--- src/rtl/mem_port_arbiter.sv ---
// Shares one 32-bit memory port between the fetch (read-only) and data
// (read/write) requesters. One transaction is outstanding at a time; data has
// fixed priority, fetch gets an anti-starvation override, and a response
// timeout synthesises an error response to the owner.
//
//   state   | meaning
//   --------+---------------------------------------------------------------
//   ST_IDLE | arbitrating; winner (or locked winner) presented to memory
//   ST_WAIT | request accepted; waiting for mem_rvalid_i or the timeout
module mem_port_arbiter #(
    parameter int unsigned MAX_STREAK     = 4,
    parameter int unsigned TIMEOUT_CYCLES = 64
) (
    input  logic        clk,
    input  logic        reset,

    input  logic        if_req_i,
    input  logic [31:0] if_addr_i,
    output logic        if_gnt_o,
    output logic        if_rvalid_o,
    output logic [31:0] if_rdata_o,
    output logic        if_err_o,

    input  logic        d_req_i,
    input  logic        d_we_i,
    input  logic [3:0]  d_be_i,
    input  logic [31:0] d_addr_i,
    input  logic [31:0] d_wdata_i,
    output logic        d_gnt_o,
    output logic        d_rvalid_o,
    output logic [31:0] d_rdata_o,
    output logic        d_err_o,

    output logic        mem_req_o,
    output logic        mem_we_o,
    output logic [3:0]  mem_be_o,
    output logic [31:0] mem_addr_o,
    output logic [31:0] mem_wdata_o,
    input  logic        mem_gnt_i,
    input  logic        mem_rvalid_i,
    input  logic [31:0] mem_rdata_i,

    output logic        busy_o
);

    localparam int unsigned SW = $clog2(MAX_STREAK + 1);
    localparam logic [SW-1:0] STREAK_MAX = SW'(MAX_STREAK);
    localparam logic [7:0]    TMO_LAST   = 8'(TIMEOUT_CYCLES - 1);

    typedef enum logic {
        ST_IDLE = 1'b0,
        ST_WAIT = 1'b1
    } state_t;

    state_t        state;
    logic          owner_data;   // 1 = data port owns the outstanding transaction
    logic          lock_valid;
    logic          lock_data;
    logic [SW-1:0] streak;
    logic [7:0]    tmo_cnt;

    logic          win_valid;
    logic          win_data;
    logic          grant;
    logic          rsp_normal;
    logic          rsp_tmo;
    logic [31:0]   sel_addr;

    // Arbitration: a locked winner is kept until granted, otherwise data has
    // priority unless fetch has waited through MAX_STREAK data grants.
    always_comb begin
        win_valid = 1'b0;
        win_data  = 1'b0;
        if (state == ST_IDLE) begin
            if (lock_valid) begin
                win_valid = 1'b1;
                win_data  = lock_data;
            end else if ((streak == STREAK_MAX) && if_req_i) begin
                win_valid = 1'b1;
                win_data  = 1'b0;
            end else if (d_req_i) begin
                win_valid = 1'b1;
                win_data  = 1'b1;
            end else if (if_req_i) begin
                win_valid = 1'b1;
                win_data  = 1'b0;
            end
        end
    end

    assign grant      = win_valid && mem_gnt_i;
    assign rsp_normal = (state == ST_WAIT) && mem_rvalid_i;
    assign rsp_tmo    = (state == ST_WAIT) && !mem_rvalid_i && (tmo_cnt == TMO_LAST);
    assign sel_addr   = win_data ? d_addr_i : if_addr_i;

    // Request, grant and response routing; everything is forced low while
    // reset is held so that live inputs cannot leak through to the outputs.
    always_comb begin
        mem_req_o   = 1'b0;
        mem_we_o    = 1'b0;
        mem_be_o    = 4'b0000;
        mem_addr_o  = 32'h0;
        mem_wdata_o = 32'h0;
        if_gnt_o    = 1'b0;
        d_gnt_o     = 1'b0;
        if_rvalid_o = 1'b0;
        if_err_o    = 1'b0;
        if_rdata_o  = 32'h0;
        d_rvalid_o  = 1'b0;
        d_err_o     = 1'b0;
        d_rdata_o   = 32'h0;
        busy_o      = 1'b0;
        if (reset) begin
            busy_o = (state == ST_WAIT);
            if (win_valid) begin
                mem_req_o  = 1'b1;
                mem_addr_o = sel_addr & 32'hFFFF_FFFC;
                if (win_data) begin
                    mem_we_o    = d_we_i;
                    mem_be_o    = d_be_i;
                    mem_wdata_o = d_wdata_i;
                    d_gnt_o     = mem_gnt_i;
                end else begin
                    mem_be_o    = 4'b1111;
                    if_gnt_o    = mem_gnt_i;
                end
            end
            if (rsp_normal || rsp_tmo) begin
                if (owner_data) begin
                    d_rvalid_o = 1'b1;
                    d_err_o    = rsp_tmo;
                    d_rdata_o  = rsp_normal ? mem_rdata_i : 32'h0;
                end else begin
                    if_rvalid_o = 1'b1;
                    if_err_o    = rsp_tmo;
                    if_rdata_o  = rsp_normal ? mem_rdata_i : 32'h0;
                end
            end
        end
    end

    // Transaction sequencing, lock capture, streak and timeout tracking.
    always_ff @(posedge clk or negedge reset) begin
        if (!reset) begin
            state      <= ST_IDLE;
            owner_data <= 1'b0;
            lock_valid <= 1'b0;
            lock_data  <= 1'b0;
            streak     <= '0;
            tmo_cnt    <= 8'h0;
        end else begin
            case (state)
                ST_IDLE: begin
                    if (grant) begin
                        state      <= ST_WAIT;
                        owner_data <= win_data;
                        lock_valid <= 1'b0;
                        tmo_cnt    <= 8'h0;
                        if (win_data && if_req_i) begin
                            if (streak != STREAK_MAX) begin
                                streak <= streak + SW'(1);
                            end
                        end else begin
                            streak <= '0;
                        end
                    end else if (win_valid) begin
                        lock_valid <= 1'b1;
                        lock_data  <= win_data;
                    end
                end
                ST_WAIT: begin
                    tmo_cnt <= tmo_cnt + 8'h1;
                    if (rsp_normal || rsp_tmo) begin
                        state <= ST_IDLE;
                    end
                end
                default: state <= ST_IDLE;
            endcase
        end
    end

endmodule
--- config.mk ---
export PLATFORM = sky130hd
export DESIGN_NAME = mem_port_arbiter
export DESIGN_NICKNAME = d
export VERILOG_FILES = /design/src/rtl/mem_port_arbiter.sv
export SDC_FILE = /design/constraint.sdc
export NUM_CORES = 1
export LEC_CHECK = 0
export ABC_AREA = 1
export CAP_MARGIN = 40
export CELL_PAD_IN_SITES_DETAIL_PLACEMENT = 2
export CELL_PAD_IN_SITES_GLOBAL_PLACEMENT = 2
export CORE_ASPECT_RATIO = 0.8
export CORE_UTILIZATION = 10
export DETAILED_ROUTE_END_ITERATION = 6
export GPL_ROUTABILITY_DRIVEN = 1
export MAX_ROUTING_LAYER = met4
export PLACE_DENSITY = 0.88
export SLEW_MARGIN = 20
export SYNTH_ARGS = -nofsm -noshare
export SYNTH_HDL_FRONTEND = slang
export SYNTH_SLANG_ARGS = --single-unit
--- constraint.sdc ---
create_clock -name clk -period 1.7 [get_ports clk]
set_clock_uncertainty 0.05 [all_clocks]
set_input_delay 0.34 -clock clk [delete_from_list [all_inputs] [get_ports clk]]
set_output_delay 0.34 -clock clk [all_outputs]
set_load 0.03 [all_outputs]
==> qor.txt, run 1 <==
Final Cycle Share: 1.32
Via count: 4,348
Setup crit start kind: flop
Gr busiest metal: met2
Vias in the first global route: 4,975
RSZ-0062 raised after global routing: yes
Synth warnings: 0
Final Cell Area: 0.00851 sq mm
Die width: 165 um
Post-detail-place hpwl: 13,300 um
Final wirelength: 23,600 um
Initial Util: 0.103
Diode count: 0
Fmax: 445 MHz
Min-Delay Path Class: input pin to asynchronous set/reset pin
Top cell type's share of synthesized area: 0.246
Async S/R FF share, synth: 1.00
# DRC: 20
Vias/cell: 4.28
Synth Cell Area: 0.00213 sq mm
PD cells: 1110 mW/mm^2
PortBufs: 273
Placed inst area: 0.00583 sq mm
#FFs+latches synth: 15
Cells after synthesis: 413
Nets: 890
Largest stage delay, worst path: 0.39 ns
Placer congestion estimate: 0.786
Maximum vdd drop: 0.486 mV
Largest net degree at the start of global routing: 33
Met3 global-route usage: 0.0285
Synth-to-Final Area Change: 299%
Mean post-synth cell area: 5.17 sq um
Grt met1 use: 0.202
Final setup fails: 143
Met2 usage: 0.386
Seq/Total Area, Yosys: 0.176
Final worst path period need: 2.24 ns
Final Hold Vio Count: 0
PnR worst setup slack: -0.545 ns
CTS root buf: clkbuf_16
Non-Filler Instances: 1,016
Setup CP Type: flop to primary output
Pins Over Slew Limit: 0
Max cap viols: 0
H-Tree Depth: 1
EDFF count, synth: 0
Routed len/inst: 23.2 um
Violated checks: DRC, setup timing
Site row count: 47
Drt pass-1 iters: 6
CTS tree: yes
Setup crit end kind: primary output
Initial DRC Count: 160
Full die area: 0.0219 sq mm
Setup tns final: -56.22 ns
Initial antenna violation count: 0
GRT Util Overall: 0.196
CTS Buf Count: 3
DP Worst Slack: -0.653 ns
Clock buffer depth: 2
Clock latency on the worst-skew pair: 0.27 ns
Die height: 133 um
Synth area leader: nor2_1
Global-route wire length before repair: 31,000 um
Worst Path Required: 1.31 ns
Pwr Total: 9.49 mW
Share of cells above drive strength 1: 0.651
Leakage: 3.06 nW
Top-Level Pins: 280
Buf+Inv Stages, Crit Path: 4
CP max-delay cell: dfrtp_1
Main synth FF type: dfrtp_1
Synth cell count leaders: 140 x nor2_1, 98 x nand2_1, 36 x a21oi_1, 36 x o21ai_0, 21 x inv_1
CP max FO: 8
Clock slew at reported path FFs: 0.07 ns
Synth area leaders: nor2_1 25%, dfrtp_1 18%, nand2_1 17%, a21oi_1 8.4%, o21ai_0 8.4%
Most frequent cell after synthesis: nor2_1
CP Cell Sequence: inv_1 -> ha_2 -> nand3_4 -> nand2_4 -> nand2_8 -> buf_12 -> buf_16 -> a21oi_2 -> nor2_2 -> buf_6
Critical path arrival: 1.85 ns
Placed Cells: 974
Core area: 0.0208 sq mm
Clk sinks: 15
Outcome: complete, but fails checks
Largest delay contributor family on the critical path: buffers and inverters
Distinct cells, synth: 22
Post-route ant nets: 0
Total congestion overflow: 0
-- sequential cells by signal, indices dropped and copies added (netlist names) --
register    cells
tmo_cnt         8
owner_data      1
state           1
lock_valid      1
streak          3
lock_data       1
-- worst reg2reg max path, cell delays in order (launching register included) --
cell and delay (ns):
dfrtp_1 0.39, inv_1 0.06, ha_2 0.19, nand3_4 0.08, nand2_4 0.09, nand2_8 0.08, buf_12 0.15, buf_16 0.16
buf_4 0.14, buf_4 0.14, nand4_1 0.08, o21ai_1 0.09
-- kinds of logic after synthesis --
| kind of cell | after synthesis | synth area share |
|---|---|---|
| AND/OR/NAND/NOR | 259 | 0.478 |
| buffers and inverters | 55 | 0.137 |
| adder cells (fa/ha/maj) | 3 | 0.0176 |
| AO/OA/AOI/OAI | 80 | 0.190 |
| other | 1 | 0.00176 |
| flip-flops | 15 | 0.176 |
-- power breakdown --
| group | total (mW) | switching [mW] | leakage [nW] | internal, mW |
|---|---|---|---|---|
| combinational | 8.43 | 4.81 | 2.82 | 3.62 |
| sequential | 0.551 | 0.103 | 0.198 | 0.448 |
| clock | 0.512 | 0.192 | 0.0382 | 0.320 |
| total | 9.49 | 5.11 | 3.06 | 4.39 |
-- final timing paths --
check | start | slack [ns] | endpoint | depth (start not counted)
max reg2reg | streak[0] | -0.13 | streak[2] | 11
min reg2reg | lock_data | 0.47 | lock_data | 2
max in group asynchronous | reset | 1.02 | tmo_cnt[2] | 3
min in group clk | lock_data | 0.47 | lock_data | 2
max | streak[0] | -0.54 | mem_addr_o[5] | 10
min | reset | 0.37 | state | 3
-- area by class of cell --
cell class,count,area [sq um]
clock buffer,4,78.8
fill,2168,12300
inverter,22,92.6
multi-input combinational,344,3480
sequential,15,377
tap,269,337
timing repair buffer,362,4150
-- metal layers --
metal  routed length (um)  share of wire
met3                  953          0.040
met2                13200           0.56
met5                    0              0
met1                 8490           0.36
met4                  894          0.038
-- per-stage QoR --
step	hold slack, ns	util
after floorplan	-0.00559	-
after global placement	0.421	0.280
after detailed placement	0.443	0.280
after CTS	0.375	0.385
after global routing	0.416	0.409
final	0.367	0.409
-- placed cells by master (no fill, tap or decap), types with 2 or more instances in the layout --
cell | synthesis | layout
nand2_2 | 4 | 12
o21ai_4 | 0 | 14
buf_12 | 0 | 20
a21oi_2 | 0 | 9
nor3_1 | 4 | 2
buf_6 | 5 | 140
conb_1 | 1 | 2
dlygate4sd2_1 | 0 | 2
nor2_4 | 1 | 120
nand3_4 | 0 | 4
clkbuf_16 | 0 | 5
nand4_1 | 3 | 3
nand2_4 | 0 | 4
nand3_1 | 7 | 3
dfrtp_1 | 15 | 14
inv_1 | 21 | 13
inv_2 | 0 | 7
o21ai_1 | 6 | 7
clkdlybuf4s50_1 | 0 | 130
nor2_2 | 0 | 13
nand2_1 | 98 | 52
buf_16 | 0 | 10
nor2_1 | 140 | 8
o21ai_2 | 0 | 16
nand2_8 | 0 | 34
a21oi_4 | 0 | 13
o21ai_0 | 36 | 5
a21oi_1 | 36 | 14
buf_8 | 0 | 8
buf_4 | 7 | 47
a21boi_0 | 2 | 2
-- repair_timing --
action,4_1_cts,5_1_grt
buffers inserted,19,12
pin swaps,25,33
hold endpoints to repair,0,0
endpoints found under the setup margin,143,147
gates cloned,9,2
hold buffers,0,0
resized for setup,398,78
Note: power is estimated with default switching activity, not from simulation.
==> run 2, diff against run 1 <==
--- a/config.mk
+++ b/config.mk
@@ -9,7 +9,6 @@
 export CAP_MARGIN = 40
 export CELL_PAD_IN_SITES_DETAIL_PLACEMENT = 2
 export CELL_PAD_IN_SITES_GLOBAL_PLACEMENT = 2
-export CORE_ASPECT_RATIO = 0.8
 export CORE_UTILIZATION = 10
 export DETAILED_ROUTE_END_ITERATION = 6
 export GPL_ROUTABILITY_DRIVEN = 1
==> run 2 against run 1 <==
The flow finishes with violations (setup timing). Flip-flop and latch count did not move. First-iteration DRC count fell by 50%. Sequential share of layout area fell by 0.060 points. Non-clock buffer count rose by 10. Hold slack got worse by 0.24 ns. Sequential power fell by 0.9%. Clock-buffer cell count fell by 1. Wire length fell by 8.6%. Combinational power fell by 0.7%. Critical path type unchanged. Critical endpoint is now mem_be_o[2].
==> qor.txt, run 2 (same netlist as run 1, synthesis figures left out) <==
Clock slew at reported path FFs: 0.06 ns (was 0.07 ns)
PortBufs: 273 (unchanged)
Via count: 4,272 (was 4,348)
Min-Delay Path Class: input pin to asynchronous set/reset pin (unchanged)
PnR worst setup slack: -0.508 ns (was -0.545 ns)
RSZ-0062 raised after global routing: yes (unchanged)
Site row count: 53 (was 47)
Filler cells: 2,152 (was 2,168)
CTS root buf: clkbuf_16 (unchanged)
Biggest registers after layout: tmo_cnt (8), streak (3) (unchanged)
Top-Level Pins: 280 (unchanged)
H-Tree Depth: 1 (unchanged)
Terminus of the critical flop-to-flop path: owner_data (was streak[2])
Setup CP Type: flop to primary output (unchanged)
Core area: 0.0210 sq mm (was 0.0208 sq mm)
Violated checks: setup timing (was DRC, setup timing)
Total congestion overflow: 0 (unchanged)
Leakage: 3.13 nW (was 3.06 nW)
Maximum vdd drop: 0.536 mV (was 0.486 mV)
DP Worst Slack: -0.751 ns (was -0.653 ns)
Non-Filler Instances: 1,032 (was 1,016)
Final Cycle Share: 1.30 (was 1.32)
Clock buffer depth: 2 (unchanged)
Final wirelength: 21,500 um (was 23,600 um)
Share of cells above drive strength 1: 0.650 (was 0.651)
Die width: 148 um (was 165 um)
Vias/cell: 4.14 (was 4.28)
Sw Pwr: 4.97 mW (was 5.11 mW)
Final Hold Vio Count: 0 (unchanged)
Placed Cells: 982 (was 974)
Diode count: 0 (unchanged)
Drt pass-1 iters: 4 (was 6)
Fmax: 453 MHz (was 445 MHz)
Critical path arrival: 1.82 ns (was 1.85 ns)
Switching Fraction: 0.529 (was 0.538)
Die height: 148 um (was 133 um)
Full die area: 0.0219 sq mm (about the same)
Post-route ant nets: 0 (unchanged)
CP max FO: 9 (was 8)
Initial antenna violation count: 0 (unchanged)
Most common cell after layout, fill and taps aside: buf_6 (unchanged)
Clk sinks: 15 (unchanged)
R2R Path Start: streak[0] (unchanged)
Initial DRC Count: 80 (was 160)
Worst setup endpoint: mem_be_o[2] (was mem_addr_o[5])
Largest net degree at the start of global routing: 35 (was 33)
Initial Util: 0.102 (was 0.103)
Placer congestion estimate: 0.768 (was 0.786)
Most flops, register: tmo_cnt (unchanged)
CTS tree: yes (unchanged)
Vias in the first global route: 4,755 (was 4,975)
Setup crit start kind: flop (unchanged)
Global-route wire length before repair: 29,200 um (was 31,000 um)
Final worst path period need: 2.21 ns (was 2.24 ns)
Clock network power share: 0.051 (was 0.054)
Synth-to-Final Area Change: 304% (was 299%)
Nets: 900 (was 890)
CP startpoint: streak[1] (was streak[0])
Flop2flop setup slack: 0.06 ns (was -0.13 ns)
Post-detail-place hpwl: 12,700 um (was 13,300 um)
Internal Pwr Total: 4.43 mW (was 4.39 mW)
Worst Path Required: 1.31 ns (about the same)
GRT Util Overall: 0.179 (was 0.196)
Max transition margin: 0.650
Pins Over Slew Limit: 0 (unchanged)
Final setup fails: 139 (was 143)
Max cap viols: 0 (unchanged)
Power share of the sequential group: 0.058 (about the same)
Routed len/inst: 20.9 um (was 23.2 um)
Max reg flops: 8 (unchanged)
PD cells: 1090 mW/mm^2 (was 1110 mW/mm^2)
Setup crit end kind: primary output (unchanged)
Outcome: complete, but fails checks (unchanged)
# DRC: 0 (was 20)
Clock latency on the worst-skew pair: 0.25 ns (was 0.27 ns)
CTS Buf Count: 3 (unchanged)
Worst R2R Path Depth: 11 (unchanged)
Combinational group share of total power: 0.891 (was 0.888)
Setup tns final: -51.67 ns (was -56.22 ns)
Worst Max-Slew Pin Slew: 0.526 ns
Highest-count cells in the layout ignoring fill and taps: 147 x buf_6, 130 x clkdlybuf4s50_1, 119 x nor2_4 (was 140 x buf_6, 130 x clkdlybuf4s50_1, 120 x nor2_4)
run 2: worst min path at each step:
stage | from | to | slack (ns) | cells past startpoint
after global routing | reset | tmo_cnt[6] | 0.13 | 2
after global placement | tmo_cnt[6] | tmo_cnt[6] | 0.43 | 1
after CTS | reset | tmo_cnt[6] | 0.12 | 2
after floorplan | reset | lock_data | -0.006 | 0
after detailed placement | tmo_cnt[6] | tmo_cnt[6] | 0.44 | 1
final | reset | tmo_cnt[6] | 0.12 | 2
run 2: per-layer routing:
metal | vias to the layer above | share of wire | track usage
met5 | - | 0 | -
met1 | 2049 | 0.34 | 0.187
li1 | 1997 | - | -
met2 | 208 | 0.58 | 0.350
met3 | 18 | 0.061 | 0.0331
met4 | 0 | 0.014 | 0.0253
run 2: critical path, cell delays in order, from the launching register on:
cell     delay, ns
dfrtp_1       0.37
inv_2         0.05
ha_4          0.16
nand3_4       0.07
nand2_4       0.07
nand2_8       0.10
nand2_8       0.11
buf_12        0.18
buf_6         0.12
o21ai_2       0.15
inv_2         0.05
buf_6         0.13
run 2: through the flow:
stage / total power [mW] / hold slack (ns) / area (sq um) / utilization
floorplan: 3.57 / -0.00559 / 2780 / -
global placement: 5.45 / 0.431 / 5830 / 0.278
detailed placement: 5.58 / 0.441 / 5830 / 0.278
CTS: 8.21 / 0.119 / 7900 / 0.377
global route: 9.87 / 0.130 / 8630 / 0.412
finish: 9.40 / 0.125 / 8630 / 0.412
run 2: final cells by class:
class	instances	area [sq um]	area share
Clock buffer	3	75.1	0.00870
Clock inverter	1	7.51	0.000870
Inverter	22	92.6	0.0107
Multi-Input combinational cell	344	3480	0.403
Sequential cell	15	377	0.0436
Tap cell	275	344	0.0399
Timing Repair Buffer	372	4260	0.493
run 2: power groups by stage:
stage	Combinational [mW]	Sequential, mW	Clock (mW)
CTS	7.18	0.538	0.494
global route	8.80	0.556	0.511
detailed placement	5.06	0.525	0
global placement	4.93	0.518	0
finish	8.37	0.546	0.480
floorplan	3.07	0.501	0
run 2: repair_timing:
item                       in CTS  in global routing
pin swaps                      33                 18
buffers inserted               22                 15
hold buffers                    0                  0
setup endpoints to repair     146                142
resized for setup             369                102
gates cloned                    7                  6
